$ cat src/rtl/dcf77_sync_ctrl_pkg.sv
// Shared types, DCF77 field positions and BCD helpers for the DCF77 sync controller.
// Contents:
//   sync_state_t  - controller state (idle / acquire / locked / holdover)
//   fail_t        - failure diagnostic codes shown on fail_code
//   *Lsb/*Msb     - bit positions of the DCF77 time and date fields
//   bcd_inc_mod60 - BCD minute increment that wraps 59 -> 00
package dcf77_sync_ctrl_pkg;

   typedef enum logic [1:0] {
      StIdle,
      StAcquire,
      StLocked,
      StHoldover
   } sync_state_t;

   typedef enum logic [2:0] {
      FailNone    = 3'd0,
      FailRxErr   = 3'd1,
      FailMarker  = 3'd2,
      FailParity  = 3'd3,
      FailRange   = 3'd4,
      FailIncons  = 3'd5,
      FailTimeout = 3'd6
   } fail_t;

   // Bit n of the frame is second n of the minute.
   localparam int unsigned MinuteMarkBit = 0;
   localparam int unsigned StartBit      = 20;
   localparam int unsigned MinLsb        = 21;
   localparam int unsigned MinMsb        = 27;
   localparam int unsigned ParMinBit     = 28;
   localparam int unsigned HourLsb       = 29;
   localparam int unsigned HourMsb       = 34;
   localparam int unsigned ParHourBit    = 35;
   localparam int unsigned DayLsb        = 36;
   localparam int unsigned DayMsb        = 41;
   localparam int unsigned DowLsb        = 42;
   localparam int unsigned DowMsb        = 44;
   localparam int unsigned MonLsb        = 45;
   localparam int unsigned MonMsb        = 49;
   localparam int unsigned YearLsb       = 50;
   localparam int unsigned YearMsb       = 57;
   localparam int unsigned ParDateBit    = 58;

   // Two-digit BCD minute plus one, wrapping 59 to 00.
   function automatic logic [6:0] bcd_inc_mod60(input logic [6:0] m);
      logic [6:0] r;
      if (m == 7'h59) begin
         r = 7'h00;
      end else if (m[3:0] >= 4'd9) begin
         r = {m[6:4] + 3'd1, 4'd0};
      end else begin
         r = {m[6:4], m[3:0] + 4'd1};
      end
      return r;
   endfunction

endpackage

$ cat src/rtl/dcf77_sync_ctrl_frame_check.sv
// Combinational qualification of one decoded DCF77 minute frame.
// Checks run in priority order; the first failing one is reported.
// Ports:
//   frame_error_i - receiver error flag for this frame
//   frame_data_i  - DCF77 bits [58:0]
//   fail_o        - FailNone, FailRxErr, FailMarker, FailParity or FailRange
module dcf77_frame_check
   import dcf77_sync_ctrl_pkg::*;
(
   input  logic        frame_error_i,
   input  logic [58:0] frame_data_i,
   output fail_t       fail_o
);

   logic [6:0] min_f;
   logic [5:0] hour_f;
   logic [5:0] day_f;
   logic [2:0] dow_f;
   logic [4:0] mon_f;
   logic [7:0] year_f;
   logic       marker_bad;
   logic       parity_bad;
   logic       range_bad;
   logic       unused_bits;

   assign min_f  = frame_data_i[MinMsb:MinLsb];
   assign hour_f = frame_data_i[HourMsb:HourLsb];
   assign day_f  = frame_data_i[DayMsb:DayLsb];
   assign dow_f  = frame_data_i[DowMsb:DowLsb];
   assign mon_f  = frame_data_i[MonMsb:MonLsb];
   assign year_f = frame_data_i[YearMsb:YearLsb];

   // Weather/call/DST bits play no part in qualification.
   assign unused_bits = ^frame_data_i[StartBit-1:MinuteMarkBit+1];

   assign marker_bad = frame_data_i[MinuteMarkBit] | ~frame_data_i[StartBit];

   // Even parity: each group including its parity bit must XOR to zero.
   assign parity_bad = (^frame_data_i[ParMinBit:MinLsb])
                     | (^frame_data_i[ParHourBit:HourLsb])
                     | (^frame_data_i[ParDateBit:DayLsb]);

   always_comb begin
      range_bad = 1'b0;
      if (min_f[3:0] > 4'd9 || min_f[6:4] > 3'd5) range_bad = 1'b1;
      if (hour_f[3:0] > 4'd9 || hour_f[5:4] > 2'd2) range_bad = 1'b1;
      if (hour_f[5:4] == 2'd2 && hour_f[3:0] > 4'd3) range_bad = 1'b1;
      if (day_f[3:0] > 4'd9 || day_f == 6'h00) range_bad = 1'b1;
      if (day_f[5:4] == 2'd3 && day_f[3:0] > 4'd1) range_bad = 1'b1;
      if (dow_f == 3'd0) range_bad = 1'b1;
      if (mon_f[3:0] > 4'd9 || mon_f == 5'h00) range_bad = 1'b1;
      if (mon_f[4] && mon_f[3:0] > 4'd2) range_bad = 1'b1;
      if (year_f[3:0] > 4'd9 || year_f[7:4] > 4'd9) range_bad = 1'b1;
   end

   always_comb begin
      fail_o = FailNone;
      if (frame_error_i) begin
         fail_o = FailRxErr;
      end else if (marker_bad) begin
         fail_o = FailMarker;
      end else if (parity_bad) begin
         fail_o = FailParity;
      end else if (range_bad) begin
         fail_o = FailRange;
      end
   end

endmodule

$ cat src/rtl/dcf77_sync_ctrl.sv
// DCF77 sync controller: qualifies decoded minute frames and decides when the
// time-of-day clock is loaded (acquire / locked / holdover state machine).
// Ports:
//   clk, rst       - system clock, synchronous active-high reset
//   clk_en         - 10 ms tick
//   enable         - 0 forces idle, no loads
//   frame_strobe   - new frame on frame_data / frame_error this cycle
//   load           - one-cycle pulse, cycle after an accepted strobe
//   locked         - high in LOCKED
//   holdover       - high in HOLDOVER
//   fail_code      - last failure code (fail_t)
//   bad_frame_cnt  - saturating count of rejected frames
module dcf77_sync_ctrl
   import dcf77_sync_ctrl_pkg::*;
#(
   parameter int unsigned CONFIRM_FRAMES = 2,
   parameter int unsigned TIMEOUT_TICKS  = 12000,
   parameter int unsigned HOLDOVER_TICKS = 360000
) (
   input  logic        clk,
   input  logic        rst,
   input  logic        clk_en,
   input  logic        enable,
   input  logic        frame_strobe,
   input  logic        frame_error,
   input  logic [58:0] frame_data,
   output logic        load,
   output logic        locked,
   output logic        holdover,
   output logic [2:0]  fail_code,
   output logic [7:0]  bad_frame_cnt
);

   localparam int unsigned TmoW  = $clog2(TIMEOUT_TICKS + 1);
   localparam int unsigned HoldW = $clog2(HOLDOVER_TICKS + 1);
   localparam logic [TmoW-1:0]  TmoLast    = TmoW'(TIMEOUT_TICKS - 1);
   localparam logic [HoldW-1:0] HoldLast   = HoldW'(HOLDOVER_TICKS - 1);
   localparam logic [2:0]       ConfirmCnt = 3'(CONFIRM_FRAMES);

   sync_state_t      state_q, state_d;
   logic [2:0]       consec_q, consec_d;
   logic             ref_valid_q, ref_valid_d;
   logic [6:0]       ref_min_q, ref_min_d;
   logic [5:0]       ref_hour_q, ref_hour_d;
   logic [21:0]      ref_date_q, ref_date_d;
   logic [TmoW-1:0]  tmo_q, tmo_d;
   logic [HoldW-1:0] hold_q, hold_d;
   logic [2:0]       fail_q, fail_d;
   logic [7:0]       bad_q, bad_d;
   logic             load_q, load_d;

   fail_t      chk;
   logic [6:0] new_min;
   logic       consistent;
   logic       incons;
   logic       timeout;
   logic [2:0] consec_inc;
   logic [2:0] consec_new;
   logic [7:0] bad_inc;

   dcf77_frame_check u_frame_check (
      .frame_error_i (frame_error),
      .frame_data_i  (frame_data),
      .fail_o        (chk)
   );

   assign new_min = frame_data[MinMsb:MinLsb];

   // At the top of the hour the date may roll over, so only the minute is compared.
   assign consistent = (new_min == bcd_inc_mod60(ref_min_q))
                     && ((new_min == 7'h00)
                         || (frame_data[HourMsb:HourLsb] == ref_hour_q
                             && frame_data[YearMsb:DayLsb] == ref_date_q));
   assign incons     = ref_valid_q && !consistent;
   assign consec_inc = (consec_q == 3'd7) ? 3'd7 : consec_q + 3'd1;
   assign bad_inc    = (bad_q == 8'hff) ? 8'hff : bad_q + 8'd1;

   // State register
   always_ff @(posedge clk) begin
      if (rst) begin
         state_q     <= StIdle;
         consec_q    <= '0;
         ref_valid_q <= 1'b0;
         ref_min_q   <= '0;
         ref_hour_q  <= '0;
         ref_date_q  <= '0;
         tmo_q       <= '0;
         hold_q      <= '0;
         fail_q      <= '0;
         bad_q       <= '0;
         load_q      <= 1'b0;
      end else begin
         state_q     <= state_d;
         consec_q    <= consec_d;
         ref_valid_q <= ref_valid_d;
         ref_min_q   <= ref_min_d;
         ref_hour_q  <= ref_hour_d;
         ref_date_q  <= ref_date_d;
         tmo_q       <= tmo_d;
         hold_q      <= hold_d;
         fail_q      <= fail_d;
         bad_q       <= bad_d;
         load_q      <= load_d;
      end
   end

   // Next-state logic
   always_comb begin
      state_d     = state_q;
      consec_d    = consec_q;
      ref_valid_d = ref_valid_q;
      ref_min_d   = ref_min_q;
      ref_hour_d  = ref_hour_q;
      ref_date_d  = ref_date_q;
      tmo_d       = tmo_q;
      hold_d      = hold_q;
      fail_d      = fail_q;
      bad_d       = bad_q;
      load_d      = 1'b0;
      timeout     = 1'b0;
      consec_new  = consec_q;

      if (!enable) begin
         state_d     = StIdle;
         consec_d    = '0;
         ref_valid_d = 1'b0;
         tmo_d       = '0;
         hold_d      = '0;
      end else if (state_q == StIdle) begin
         state_d = StAcquire;
      end else begin
         // A strobe in the same cycle as a tick keeps the timeout from firing.
         if (frame_strobe) begin
            tmo_d = '0;
         end else if (clk_en) begin
            if (tmo_q == TmoLast) begin
               tmo_d   = '0;
               timeout = 1'b1;
            end else begin
               tmo_d = tmo_q + 1'b1;
            end
         end

         if (state_q == StHoldover && clk_en) begin
            if (hold_q == HoldLast) begin
               state_d = StAcquire;
               hold_d  = '0;
            end else begin
               hold_d = hold_q + 1'b1;
            end
         end

         if (timeout) begin
            fail_d      = FailTimeout;
            ref_valid_d = 1'b0;
            consec_d    = '0;
            if (state_q == StLocked) begin
               state_d = StHoldover;
               hold_d  = '0;
            end
         end

         if (frame_strobe) begin
            if (chk != FailNone) begin
               fail_d      = chk;
               bad_d       = bad_inc;
               ref_valid_d = 1'b0;
               consec_d    = '0;
               if (state_q == StLocked) begin
                  state_d = StHoldover;
                  hold_d  = '0;
               end
            end else begin
               // Good frame, consistent or not, becomes the new reference.
               ref_valid_d = 1'b1;
               ref_min_d   = new_min;
               ref_hour_d  = frame_data[HourMsb:HourLsb];
               ref_date_d  = frame_data[YearMsb:DayLsb];
               consec_new  = (ref_valid_q && consistent) ? consec_inc : 3'd1;
               consec_d    = consec_new;
               if (incons) begin
                  fail_d = FailIncons;
                  bad_d  = bad_inc;
               end
               if (state_q == StLocked) begin
                  if (incons) begin
                     state_d = StHoldover;
                     hold_d  = '0;
                  end else begin
                     load_d = 1'b1;
                  end
               end else if (consec_new >= ConfirmCnt) begin
                  state_d = StLocked;
                  load_d  = 1'b1;
               end
            end
         end
      end
   end

   // Outputs
   always_comb begin
      load          = load_q;
      locked        = (state_q == StLocked);
      holdover      = (state_q == StHoldover);
      fail_code     = fail_q;
      bad_frame_cnt = bad_q;
   end

endmodule
$ cat config.mk
export PLATFORM = sky130hd
export DESIGN_NAME = dcf77_sync_ctrl
export DESIGN_NICKNAME = d
export VERILOG_FILES = /design/src/rtl/dcf77_sync_ctrl_pkg.sv /design/src/rtl/dcf77_sync_ctrl_frame_check.sv /design/src/rtl/dcf77_sync_ctrl.sv
export SDC_FILE = /design/constraint.sdc
export NUM_CORES = 1
export LEC_CHECK = 0
export CAP_MARGIN = 20
export CORE_MARGIN = 3
export CORE_UTILIZATION = 55
export CTS_BUF_LIST = sky130_fd_sc_hd__clkbuf_8
export CTS_CLUSTER_SIZE = 30
export DETAILED_ROUTE_END_ITERATION = 8
export PLACE_DENSITY = 0.81
export SLEW_MARGIN = 20
export SYNTH_ARGS = -nofsm -noshare
export SYNTH_HDL_FRONTEND = slang
export SYNTH_SLANG_ARGS = --single-unit
$ cat constraint.sdc
create_clock -name clk -period 4.79 [get_ports clk]
set_input_delay 0.479 -clock clk [delete_from_list [all_inputs] [get_ports clk]]
set_output_delay 0.479 -clock clk [all_outputs]
set_load 0.01 [all_outputs]
==> results of run 1 <==
## state kept, by name, indices dropped and copies added (netlist names)
register       flops
hold_q            19
ref_valid_q        1
ref_min_q          7
ref_hour_q         6
fail_code          3
tmo_q             14
bad_frame_cnt      8
state_q            2
ref_date_q        22
load               1
consec_q           3
## cells in the mapped netlist (4+ instances only)
master,number
sky130_fd_sc_hd__nand2_1,120
sky130_fd_sc_hd__dfxtp_1,86
sky130_fd_sc_hd__xnor2_1,60
sky130_fd_sc_hd__a21oi_1,59
sky130_fd_sc_hd__nor2_1,49
sky130_fd_sc_hd__inv_1,48
sky130_fd_sc_hd__ha_1,41
sky130_fd_sc_hd__nand3_1,29
sky130_fd_sc_hd__a31oi_1,24
sky130_fd_sc_hd__clkbuf_1,23
sky130_fd_sc_hd__nand4_1,19
sky130_fd_sc_hd__nor3_1,16
sky130_fd_sc_hd__o21ai_0,16
sky130_fd_sc_hd__and3_1,10
sky130_fd_sc_hd__nor2b_1,7
sky130_fd_sc_hd__and2_1,6
sky130_fd_sc_hd__nand2b_1,6
sky130_fd_sc_hd__a311oi_1,5
sky130_fd_sc_hd__xor2_1,5
sky130_fd_sc_hd__a41oi_1,4
sky130_fd_sc_hd__nor4_1,4
sky130_fd_sc_hd__o211ai_1,4
sky130_fd_sc_hd__o31ai_1,4
sky130_fd_sc_hd__or3_1,4
## layout make-up
class	instances	area (um2)	share of cell area [%]
Sequential cell	86	1720	27.6
Clock buffer	9	124	1.98
Timing Repair Buffer	61	601	9.62
Tap cell	129	161	2.58
Clock inverter	7	80.1	1.28
Inverter	48	180	2.88
Multi-Input combinational cell	542	3380	54.1
## power by group
part           switching (mW)  leakage (nW)  internal, mW
sequential            0.00219         0.693         0.716
combinational           0.128          1.38         0.105
clock                   0.287        0.0968         0.247
total                   0.417          2.17          1.07
## worst max path at each step
stage / start / end / cells after the start
2_1_floorplan: frame_data[23] / consec_q[2] / 11
3_3_place_gp: frame_data[23] / hold_q[1] / 11
3_5_place_dp: frame_data[23] / hold_q[0] / 11
4_1_cts: frame_data[23] / hold_q[0] / 11
5_1_grt: frame_data[23] / hold_q[1] / 11
6_report: frame_data[23] / hold_q[0] / 11
## cells by family (layout without fill, tap and decap cells)
| group | after synthesis | in the layout |
|---|---|---|
| XOR/XNOR | 65 | 65 |
| adder cells (fa/ha/maj) | 41 | 41 |
| multiplexers | 3 | 3 |
| AND/OR/NAND/NOR | 290 | 290 |
| buffers and inverters | 78 | 125 |
| AO/OA/AOI/OAI | 143 | 143 |
| flip-flops | 86 | 86 |
## per-layer routing
metal / vias up / wire (um) / part of all wire, % / global-route usage [%]
met2: 185 / 6540 / 49 / 43.1
met1: 2432 / 5730 / 43 / 29.7
met5: - / 0 / 0 / 0
met4: 0 / 458 / 3.4 / 10.3
li1: 2524 / - / - / -
met3: 41 / 667 / 5.0 / 4.82
## stage by stage
step | hold slack, ps | instance area, um2 | worst slack (ps)
after floorplan | 431 | 5410 | 1810
after global placement | 451 | 6040 | 704
after detailed placement | 456 | 6040 | 530
after CTS | 470 | 6250 | 906
after global routing | 482 | 6250 | 647
final | 468 | 6250 | 858
## worst register-to-register path, stage by stage (launching register included)
cell and delay [ps]:
sky130_fd_sc_hd__dfxtp_1 410, sky130_fd_sc_hd__inv_1 90, sky130_fd_sc_hd__ha_1 230, sky130_fd_sc_hd__or3b_2 500, sky130_fd_sc_hd__nand2_1 110, sky130_fd_sc_hd__a21oi_1 70, sky130_fd_sc_hd__o311ai_0 350, sky130_fd_sc_hd__nand4_1 310
sky130_fd_sc_hd__o21a_1 340, sky130_fd_sc_hd__o211ai_2 690, sky130_fd_sc_hd__a31oi_1 250, sky130_fd_sc_hd__a21oi_1 230
==> impl_results.md, run 1 <==
- Maximum ir drop on the vdd rail: between 150 and 200 uV
- Crit path kind: in -> reg
- Top-area cell type share of the netlist area: 31.8%
- Max-capacitance violation count: 0
- Final critical path time including I/O delays and setup: 3930 ps
- Max Slew Vio Count: 0
- Maximum cell stage delay along the critical path: approximately 700 ps
- Worst-case headroom to the max-slew limit: a little under two fifths
- Number of cell instances on the worst register-to-register path: 11
- Number of clock sinks: 86
- Final global-route overflow total: 0
- Arrival time at the worst endpoint: 4210 ps
- Number of violations reported at the end of detailed-routing iteration 0: about 330
- Cell area power density: between 200 and 250 mW/mm2
- Vias after detailed routing: 5182
- Slew at the pin with the worst max-slew slack: 950 ps
- Largest cells by area after synthesis: sky130_fd_sc_hd__dfxtp_1 (32%), sky130_fd_sc_hd__xnor2_1 (9.7%), sky130_fd_sc_hd__ha_1 (9.5%)
- Worst Skew: 12.9 ps
- Vias per Instance: between 5 and 6
- Vertical die dimension: around 110 um
- Setup violation total in the final timing report: 0
- Min-Delay Path Class: reg -> reg
- TritonCTS Buffers: 9
- Cells along the critical path: clkdlybuf4s50_1 -> inv_1 -> ha_1 -> nor2b_1 -> o21ai_0 -> nand4_1 -> or4_1 -> or4_4 -> o211ai_2 -> a31oi_1 -> a21oi_1
- Terminating pin of the worst hold path: consec_q[1]
- Category of cells accounting for the largest share of critical-path delay: compound AO/OA/AOI/OAI gates
- Starting density of the core: between 50% and 60%
- Worst hold path cell count: 2
- Share of flip-flops with an asynchronous set or reset: 0%
- Vias in the first global route: about 5000
- Adder-cell share of the synthesized area: approximately a tenth
- First-pass GRT wire length: 22.8 mm
- Slowest library cell on the worst path: sky130_fd_sc_hd__o211ai_2
- Hold Fails Final Rpt: 0
- Die footprint: between 0.01 and 0.015 mm2
- Register bit total from synthesis: 86
- Post-route DRC: 0
- Flop-to-flop setup slack: ~1100 ps
- TritonCTS clock tree: yes
- Post-synthesis to final-layout area growth: 15.5%
- Largest net degree at the start of global routing: 50
- Buffer type at the clock tree root: sky130_fd_sc_hd__clkbuf_8
- Worst-path fanout max: 18
- Cell Count Post-Placement: between 800 and 900
- Overall global routing resource usage: between 20% and 30%
- Crit end category: flip-flop
- Number of nets in the synthesized netlist: between 800 and 900
- Number of H-tree levels: 3
- Synth cell types: 61
- Mean area per synthesized cell: 7.66 um2
- Critical register-to-register path endpoint: hold_q[0]
- Critical register-to-register path startpoint: ref_min_q[1]
- Antenna diode count: 0
- Mux share of post-synthesis cell area: less than 1%
- Dominant combinational cell family by area after synthesis: simple AND/OR/NAND/NOR gates
- Most instantiated flip-flop cell in the synthesis netlist: sky130_fd_sc_hd__dfxtp_1
- Number of warnings printed during yosys synthesis: 0
- Average wire per standard cell: around 15 um
- Result of the run: completed
- Xor-xnor portion of the synthesized cell area: between 10% and 20%
- Count of flip-flops with a built-in enable after synthesis: 0
- Clock slew at reported path FFs: 90 ps
- Area fraction in compound gates after synthesis: around 17%
- Hold Crit Start: consec_q[1]
- Synth area leader: sky130_fd_sc_hd__dfxtp_1
- Area of the core: 0.00942 mm2
- Overall power: around 1.5 mW
- Share of the clock period used by the worst path after layout: 82.1%
- Net total in the final layout: roughly 850
- Setup crit start kind: input port
- Pre-antenna DRT Iters: 5
- Commonest non-fill, non-tap cell in the layout: sky130_fd_sc_hd__nand2_1
- Req. time, crit path: 5070 ps
- Gates resized, CTS repair: 0
- DRT Wirelength: 13.4 mm
- Post-Synth Simple-Gate Area: between 20% and 30%
- IO buf count: 59
- Total of fill cells in the finished design: slightly above 800
- Later-pin clock latency in the skew report: 370 ps
- Post-Synthesis Cell Area: approximately 0.0054 mm2
- Placement Rows: 35
- Final Util: between 60% and 70%
- Sequential area share after synthesis: about a third
- Ports: 79
- Quantity of hold-fixing buffers added after cts: 0
- Setup Fix Bufs, Post-CTS: 0
- Peak clock frequency supported by timing: ~250 MHz
- Layout Cells excl Fill: about 900
- Gpl congestion: approximately 0.87
- Share of final-layout standard cells stronger than drive strength 1: around 3.7%
- Instance count of the mapped netlist: roughly 710
- Clk buf depth: 2
- RSZ-0062 raised after global routing: no
- Leakage: 2.17 nW
- Number of antenna violations at the first check in global routing: 0
- Buffer and inverter count on the worst path: 2
- Residual antenna-violating net count after detailed routing: 0
- Final total negative setup slack: 0 ps
- Chip width: 105 um
- Commonest cells after routing, fill and taps aside: sky130_fd_sc_hd__nand2_1 (120), sky130_fd_sc_hd__dfxtp_1 (86), sky130_fd_sc_hd__xnor2_1 (60)
- DPL Wire Length: around 9.9 mm
Power figures use the tool's default switching activity.
==> run 2, diff against run 1 <==
--- a/config.mk
+++ b/config.mk
@@ -7,11 +7,11 @@
 export LEC_CHECK = 0
 export CAP_MARGIN = 20
 export CORE_MARGIN = 3
-export CORE_UTILIZATION = 55
+export CORE_UTILIZATION = 51
 export CTS_BUF_LIST = sky130_fd_sc_hd__clkbuf_8
 export CTS_CLUSTER_SIZE = 30
 export DETAILED_ROUTE_END_ITERATION = 8
-export PLACE_DENSITY = 0.81
+export PLACE_DENSITY = 0.79
 export SLEW_MARGIN = 20
 export SYNTH_ARGS = -nofsm -noshare
 export SYNTH_HDL_FRONTEND = slang
==> constraint.sdc (replaced) <==
create_clock -name clk -period 3.2 [get_ports clk]
set_input_delay 0.32 -clock clk [delete_from_list [all_inputs] [get_ports clk]]
set_output_delay 0.32 -clock clk [all_outputs]
set_load 0.01 [all_outputs]
==> impl_results.md, run 2 (same netlist as run 1, synthesis figures left out) <==
- Result of the run: completed
- Share of final-layout standard cells stronger than drive strength 1: 12.5% (+8.8 points)
- Quantity of hold-fixing buffers added after cts: 0 (unchanged)
- Min-Delay Path Class: in -> reg
- Cell area power density: 356 mW/mm2 (+50%)
- Commonest non-fill, non-tap cell in the layout: sky130_fd_sc_hd__nand2_1
- Area of the core: 0.0100 mm2 (+6.7%)
- Area taken by multi-input logic gates: 0.00343 mm2 (+1.7%)
- Slowest library cell on the worst path: sky130_fd_sc_hd__or4_4
- Clock group share of total power: 37.0% (+1.1 points)
- Clk buf depth: 2 (unchanged)
- Starting density of the core: 53.8% (-3.6 points)
- IO buf count: 59 (unchanged)
- Crit path kind: in -> reg
- Placement Rows: 36 (+2.9%)
- Req. time, crit path: 3530 ps (-1540 ps)
- Vias in the first global route: 5154 (+3.4%)
- Vias per Instance: 5.63 (-4.2%)
- Final global-route overflow total: 0 (unchanged)
- Maximum cell stage delay along the critical path: 560 ps (-140 ps)
- Post-synthesis to final-layout area growth: 26.7%
- TritonCTS clock tree: yes
- Average wire per standard cell: 14.8 um (-2.5%)
- Pre-antenna DRT Iters: 5 (unchanged)
- Overall global routing resource usage: 24.5% (-0.25 points)
- Chip width: 109 um (+3.6%)
- Post-route standard cell area excluding fillers: 0.00685 mm2 (+9.7%)
- Slew at the pin with the worst max-slew slack: 666 ps (-283 ps)
- Vertical die dimension: 109 um (+3.6%)
- Dominant cell type by count on the critical path: sky130_fd_sc_hd__or4_4
- Max reg flops: 22 (unchanged)
- Number of violations reported at the end of detailed-routing iteration 0: 354 (+6.0%)
- Storage element area: 0.00172 mm2 (unchanged)
- Die footprint: 0.0119 mm2 (+7.4%)
- Gpl congestion: 0.904 (+4.1%)
- Buffer type at the clock tree root: sky130_fd_sc_hd__clkbuf_8
- Max-capacitance violation count: 0 (unchanged)
- Worst Skew: 19.4 ps (+6.49 ps)
- Fraction of power spent switching nets: 27.0% (-1.1 points)
- Cell internal power dissipation: 1.78 mW (+67%)
- Power dissipated by switching net loads: 660 uW (+58%)
- Vias after detailed routing: 5348 (+3.2%)
- WHS: 380 ps (-87.5 ps)
- Final critical path time including I/O delays and setup: slightly above 3000 ps
- Number of clock sinks: 86 (unchanged)
- First-pass GRT wire length: 23.3 mm (+1.9%)
- Source of the critical timing path: frame_data[38]
- Antenna diode count: 0 (unchanged)
- Net total in the final layout: 918 (+7.5%)
- Worst setup timing slack at the placement stage: -367 ps (-897 ps)
- Hold Crit Start: rst
- Residual antenna-violating net count after detailed routing: 0 (unchanged)
- Setup crit start kind: input port
- RSZ-0062 raised after global routing: yes
- Worst-path fanout max: 6 (-12)
- Maximum ir drop on the vdd rail: 313 uV (+71%)
- Peak clock frequency supported by timing: 323 MHz
- Sequential group share of total power: 44.0% (-4.3 points)
- Crit end category: flip-flop
- Overall power: 2.44 mW (+64%)
- Total of fill cells in the finished design: 821 (+1.1%)
- TritonCTS Buffers: 9 (unchanged)
- Post-route DRC: 0 (unchanged)
- Part of the total power dissipated in combinational logic: 19.0% (+3.3 points)
- Ports: 79 (unchanged)
- Leakage: 2.53 nW (+17%)
- Most flops, register: ref_date_q
- Registers with the highest flip-flop counts: ref_date_q: 22 flops, hold_q: 19 flops, tmo_q: 14 flops
- Worst-case headroom to the max-slew limit: 55.0% (+18 points)
- Hold Fails Final Rpt: 0 (unchanged)
- Number of H-tree levels: 3 (unchanged)
- Commonest cells after routing, fill and taps aside: sky130_fd_sc_hd__nand2_1 (120), sky130_fd_sc_hd__dfxtp_1 (86), sky130_fd_sc_hd__buf_4 (63)
- Final total negative setup slack: 0 ps (unchanged)
- DPL Wire Length: 10.5 mm (+6.2%)
- Clock slew at reported path FFs: 90 ps (about the same)
- Critical register-to-register path startpoint: ref_min_q[1]
- Cells along the critical path: clkdlybuf4s50_1 -> inv_1 -> ha_1 -> nor2b_1 -> o21ai_1 -> nand4_1 -> or4_4 -> or4_4 -> or3_4 -> nor3_1 -> o21a_1
- Arrival time at the worst endpoint: 3430 ps (-780 ps)
- Number of antenna violations at the first check in global routing: 0 (unchanged)
- Setup violation total in the final timing report: 0 (unchanged)
- Max Slew Vio Count: 0 (unchanged)
- Post-Place Cell Area: 0.00656 mm2 (+8.5%)
- Largest net degree at the start of global routing: 38 (-24%)
- Later-pin clock latency in the skew report: 390 ps (+20 ps)
- Share of the clock period used by the worst path after layout: 96.8%
- Worst path setup slack after routing: 101 ps (-756 ps)
- DRT Wirelength: 14.1 mm (+5.0%)
-- run 2: changes by cell type in the layout (fill, tap and decap cells not counted), moves of 2 or more --
cell	previous run	this run
sky130_fd_sc_hd__buf_4	2	63
sky130_fd_sc_hd__buf_12	0	3
sky130_fd_sc_hd__inv_6	3	1
sky130_fd_sc_hd__nor4_1	4	2
sky130_fd_sc_hd__nor4_2	0	2
sky130_fd_sc_hd__xnor2_1	60	58
sky130_fd_sc_hd__xnor2_2	0	2
-- run 2: stage by stage --
step	utilization (%)	std cells
2_1_floorplan	-	706
3_3_place_gp	65.3	933
3_5_place_dp	65.3	933
4_1_cts	67.6	949
5_1_grt	68.2	950
6_report	68.2	950
-- run 2: power groups by stage --
stage,clock (mW),combinational [mW],sequential [mW]
2_1_floorplan,0,0.213,1.10
3_5_place_dp,0,0.429,1.10
3_3_place_gp,0,0.414,1.10
4_1_cts,0.915,0.431,1.07
5_1_grt,0.962,0.499,1.08
6_report,0.904,0.463,1.08
-- run 2: worst max-delay path: cells and delay by family --
| kind | cells | cell delay, ps |
|---|---|---|
| compound gates | 2 | 340 |
| simple gates | 6 | 1970 |
| fa+ha+maj | 1 | 220 |
| buf+inv | 2 | 560 |
-- run 2: area by class of cell --
class	count	area share [%]
inverter	48	2.63
clock buffer	10	2.01
timing repair buffer	125	16.3
clock inverter	6	1.35
multi-input combinational	542	50.1
sequential	86	25.1
tap	133	2.43
-- run 2: timing repair --
item / CTS / global route
gates resized for setup: 0 / 11
hold endpoints to repair: 0 / 0
buffers inserted: 0 / 1
endpoints found under the setup margin: 0 / 63
-- run 2: layer usage --
layer / global-route usage, % / vias up / part of all wire (%)
li1: - / 2660 / -
met1: 29.6 / 2498 / 42
met2: 43.2 / 161 / 50
met3: 3.49 / 29 / 5.4
met4: 10.6 / 0 / 2.5
met5: 0 / - / 0
-- run 2: worst paths after layout --
path,slack (ps),endpoint,cells after the start
worst min register to register,470,ref_date_q[16],2
worst max register to register,240,hold_q[4],12
worst max-delay path,100,consec_q[2],11
worst min-delay path,380,fail_code[1],2
